$ cat config.mk
export PLATFORM = sky130hd
export DESIGN_NAME = sign_extend
export DESIGN_NICKNAME = d
export VERILOG_FILES = /design/src/rtl/sign_extend.sv
export SDC_FILE = /design/constraint.sdc
export NUM_CORES = 1
export LEC_CHECK = 0
export CAP_MARGIN = 20
export CORE_ASPECT_RATIO = 0.6
export CORE_MARGIN = 5
export CORE_UTILIZATION = 33
export CTS_BUF_LIST = sky130_fd_sc_hd__clkbuf_16
export DETAILED_ROUTE_END_ITERATION = 8
export HOLD_SLACK_MARGIN = 0.06
export PLACE_DENSITY = 0.83
export SLEW_MARGIN = 20
export SYNTH_ARGS = -nofsm -noshare
export SYNTH_HDL_FRONTEND = slang
export SYNTH_SLANG_ARGS = --single-unit
$ cat constraint.sdc
create_clock -name clk -period 0.8 [get_ports clk]
set_input_delay 0.2 -clock clk [delete_from_list [all_inputs] [get_ports clk]]
set_output_delay 0.2 -clock clk [all_outputs]
set_load 0.03 [all_outputs]
$ cat src/rtl/sign_extend.sv
// sign_extend
//   Widens the instruction immediate field to a 32-bit two's-complement
//   operand for the ALU and branch/address logic. The instruction MSB picks
//   the immediate format; the result is registered (one cycle latency) and
//   qualified by a valid strobe.
//
// Ports
//   clk       in   1   system clock, rising edge
//   rst_n     in   1   asynchronous active-low reset
//   imm       in   21  raw immediate field imm[20:0]
//   insmsb    in   1   format select: 1 = long 21-bit, 0 = short 16-bit
//   in_valid  in   1   imm/insmsb valid this cycle
//   out       out  32  registered sign-extended immediate
//   out_valid out  1   out was loaded from the previous cycle's valid input
module sign_extend (
  input  logic        clk,
  input  logic        rst_n,
  input  logic [20:0] imm,
  input  logic        insmsb,
  input  logic        in_valid,
  output logic [31:0] out,
  output logic        out_valid
);

  logic [31:0] ext;

  // Short format ignores imm[20:16] entirely.
  always_comb begin
    ext = '0;
    if (insmsb) begin
      ext = {{11{imm[20]}}, imm[20:0]};
    end else begin
      ext = {{16{imm[15]}}, imm[15:0]};
    end
  end

  // out only loads on a valid sample, so junk on imm while idle never reaches it.
  always_ff @(posedge clk or negedge rst_n) begin
    if (!rst_n) begin
      out       <= '0;
      out_valid <= 1'b0;
    end else begin
      out_valid <= in_valid;
      if (in_valid) begin
        out <= ext;
      end
    end
  end

endmodule

[Yosys cells after proc, flatten, opt, wreduce, memory -nomap -nowiden]
Index checks and enable logic that the tools add are counted.
Word-level totals
  logic and storage cells: 3
  register bits after elaboration: 33
  output and inout bits: 33
  input port bits: 25
Operators by class
  mux-type cells: 1
Operator list (number)
  32-bit two-way mux: 1

[Longest topological paths before layout]
  depth in word-level cells: 1
  mapped depth: 4

[Worst setup path before layout]
No wires, ideal clock.
  path kind: reg2out
  start: register out[30] (netlist name)
  end: output port out[21]
  arrival time: 0.904 ns
  slack: -0.304 ns
  stages on the path, launching flop included: 2
  buffers on the path: 1
  path through: dfrtp_1 -> buf_4
RTL lines
  end, declared: line 21  | output logic [31:0] out,

==> results.yml <==
grt:
  grt_pass1_wl_um: 3510
  grt_max_degree: 23
  first_global_vias: 732
  antenna_found_initial: 0
  grt_usage: 0.112
  overflow: 0
drt:
  vias_per_cell: 4.28
  drc: 0
  vias: 706
  first_pass_iters: 3
  wl_per_cell_um: 14.6
  detail_route.wirelength_um: 2400
  antenna_left: 0
  dr.first_iter.drc_count: 2
clocking:
  root_buffer: "clkbuf_16"
  insertion_delay_ns: 0.25
  clkSinkCount: 22
  clk_pin_slew_worst_paths_ns: 0.06
  cts_tree: "built"
  cts_buffers: 3
  clockBufferDepth: 2
  h-tree-depth: 1
  ctsHoldBuffers: 0
cells_and_area:
  n_antenna_cell: 0
  layout.cells.non_filler: 165
  final_cell_mix: "buf_6 (38), clkdlybuf4s50_1 (21), dfrtp_2 (17)"
  nFillCells: 206
  mostFrequentLayoutCell: "buf_6"
  fin_nets: 149
  area_growth_pct: 80.5
  drive_gt1_frac: 0.659
floorplanning:
  die_area_um2: 4230
  ios: 58
  num_rows: 15
  chipWidth_um: 80.7
  die_h_um: 52.4
  core_um2: 2870
  initial_core_util: 0.344
job:
  drv_cap: 0
synthesis:
  synthMuxAreaShare: 0.271
  synth_top_family_by_area: "multiplexers"
  netlist_area_um2: 988
  yosys.area_share.simple: 0.0190
  syn_inst: 68
  yosys.area_share.adder: 0
  synth_seq_cells: 22
  yosysTopAreaCell: "dfrtp_1"
  synth_compound_area_frac: 0.0253
  synthTopCellsByArea: "dfrtp_1 (56%), mux2_4 (15%), buf_4 (9.1%)"
  synth_top_area_frac: 0.557
  avgSynthCellArea_um2: 14.5
  synth-xor-area-share: 0
  synth_seq_area_share: 0.557
  yosys_warnings: 0
  ys_types: 10
  synth_fp_nets: 93
power:
  total_power_mw: 3.90
  internal-power_mw: 2.86
  combPwrFrac: 0.309
  power_leakage_nw: 0.806
  power_switching_mw: 1.04
  switching_share: 0.267
  irDropWorstVdd_uv: 1300
  power_frac_clock: 0.349
  p_per_area_nw_per_um2: 2180
  p_seq_frac: 0.342
sta:
  fin_skew_ns: 0
  maxSlewViolCount: 0
  final_hold_viol_count: 0
  worst_slack_ns: -0.346
  fin_crit_sh: 1.43
  min_period_ns: 1.15
  rsz0062_at_grt: "yes"
  finalSetupViolations: 36
  relSlewSlack: 0.796
  tightest_slew_ns: 0.306
  clock.fmax_ghz: 0.873
setup_path:
  r2r-start: "out[15]"
  crit_start: "out[30]"
  cp_top_family: "flip-flops"
  crit_path_start_kind: "flop"
  critPathBufInv: 2
  critPathMaxStageDelay_ns: 0.41
  cp.required_ns: 0.60
  cpMaxStageDelayCell: "dfrtp_2"
  endpoint_kind: "primary output"
  cpMostUsedCell: "buf_6"
  worstPathMaxFanout: 7
  crit_arrival_ns: 0.95
  critical_path_class: "flop to primary output"
  path_cells: "buf_6 -> buf_6"
outcome:
  failed_checks: "setup timing"
  status: "finished, violations left"
placement:
  numPortBuffers: 57
  placed_cells_incl_taps: 155
  dp_hpwl_um: 1690
  routabilityCongestion: 0.651
worst_hold_path:
  min_path_type: "primary input to asynchronous set/reset pin"
## layer usage
| metal | share of wire | up-vias | track usage |
|---|---|---|---|
| met1 | 0.42 | 346 | 0.141 |
| li1 | - | 332 | - |
| met2 | 0.49 | 28 | 0.163 |
| met4 | 0 | 0 | 0.0337 |
| met3 | 0.097 | 0 | 0.0619 |
| met5 | 0 | - | 0 |
## per-stage QoR
step | instance area (µm²) | setup WS (ns) | TNS, ns | hold slack [ns] | utilization
after CTS | 1700 | -0.344 | -8.65 | 0.296 | 0.591
after global routing | 1780 | -0.371 | -9.54 | 0.291 | 0.621
after floorplan | 1020 | -0.139 | -2.40 | -0.0956 | -
final | 1780 | -0.346 | -8.51 | 0.297 | 0.621
after global placement | 1470 | -0.553 | -11.69 | 0.499 | 0.512
after detailed placement | 1470 | -0.576 | -12.13 | 0.504 | 0.512
## power groups by stage
stage | registers, mW | logic, mW | clock network (mW)
floorplan | 1.55 | 0.410 | 0
global placement | 1.33 | 0.989 | 0
detailed placement | 1.34 | 1.00 | 0
CTS | 1.34 | 1.10 | 1.41
global route | 1.34 | 1.25 | 1.47
finish | 1.33 | 1.20 | 1.36
## final cells by class
cell class	count	area (µm²)	area share
Clock buffer	3	75.1	0.0421
Clock inverter	1	30.0	0.0168
Multi-Input combinational cell	31	318	0.178
Sequential cell	22	572	0.320
Tap cell	42	52.6	0.0295
Timing Repair Buffer	66	737	0.413
## worst paths after layout
| path | to | slack (ns) | cells past startpoint |
|---|---|---|---|
| setup / recovery | out[27] | -0.35 | 2 |
| hold / removal | out[7] | 0.30 | 2 |
| setup reg to reg | out[15] | -0.10 | 2 |
| hold reg to reg | out[4] | 0.53 | 1 |
| max in group asynchronous | out[12] | 0.36 | 2 |
| min in group clk | out_valid | 0.30 | 2 |
## repair_timing
| action | 4_1_cts | 5_1_grt |
|---|---|---|
| endpoints found under the setup margin | 54 | 44 |
| pin swaps | 0 | 0 |
| setup buffers | 3 | 2 |
| gates cloned | 1 | 0 |
| gates resized for setup | 29 | 23 |
## state kept, by name (all words and copies together) (netlist names)
signal     cells
out           21
out_valid      1
## kinds of logic after synthesis
kind of cell	count (synthesis)
flip-flops	22
AND/OR/NAND/NOR	5
AO/OA/AOI/OAI	5
multiplexers	21
buffers and inverters	15
## cell usage after synthesis
library cell,count
mux2_2,6
mux2_4,10
mux2i_1,5
buf_4,12
dfrtp_1,22
buf_2,1
buf_6,1
nor2_1,5
a21oi_1,5
buf_12,1
No activity file was read; power rests on OpenSTA's default activity.
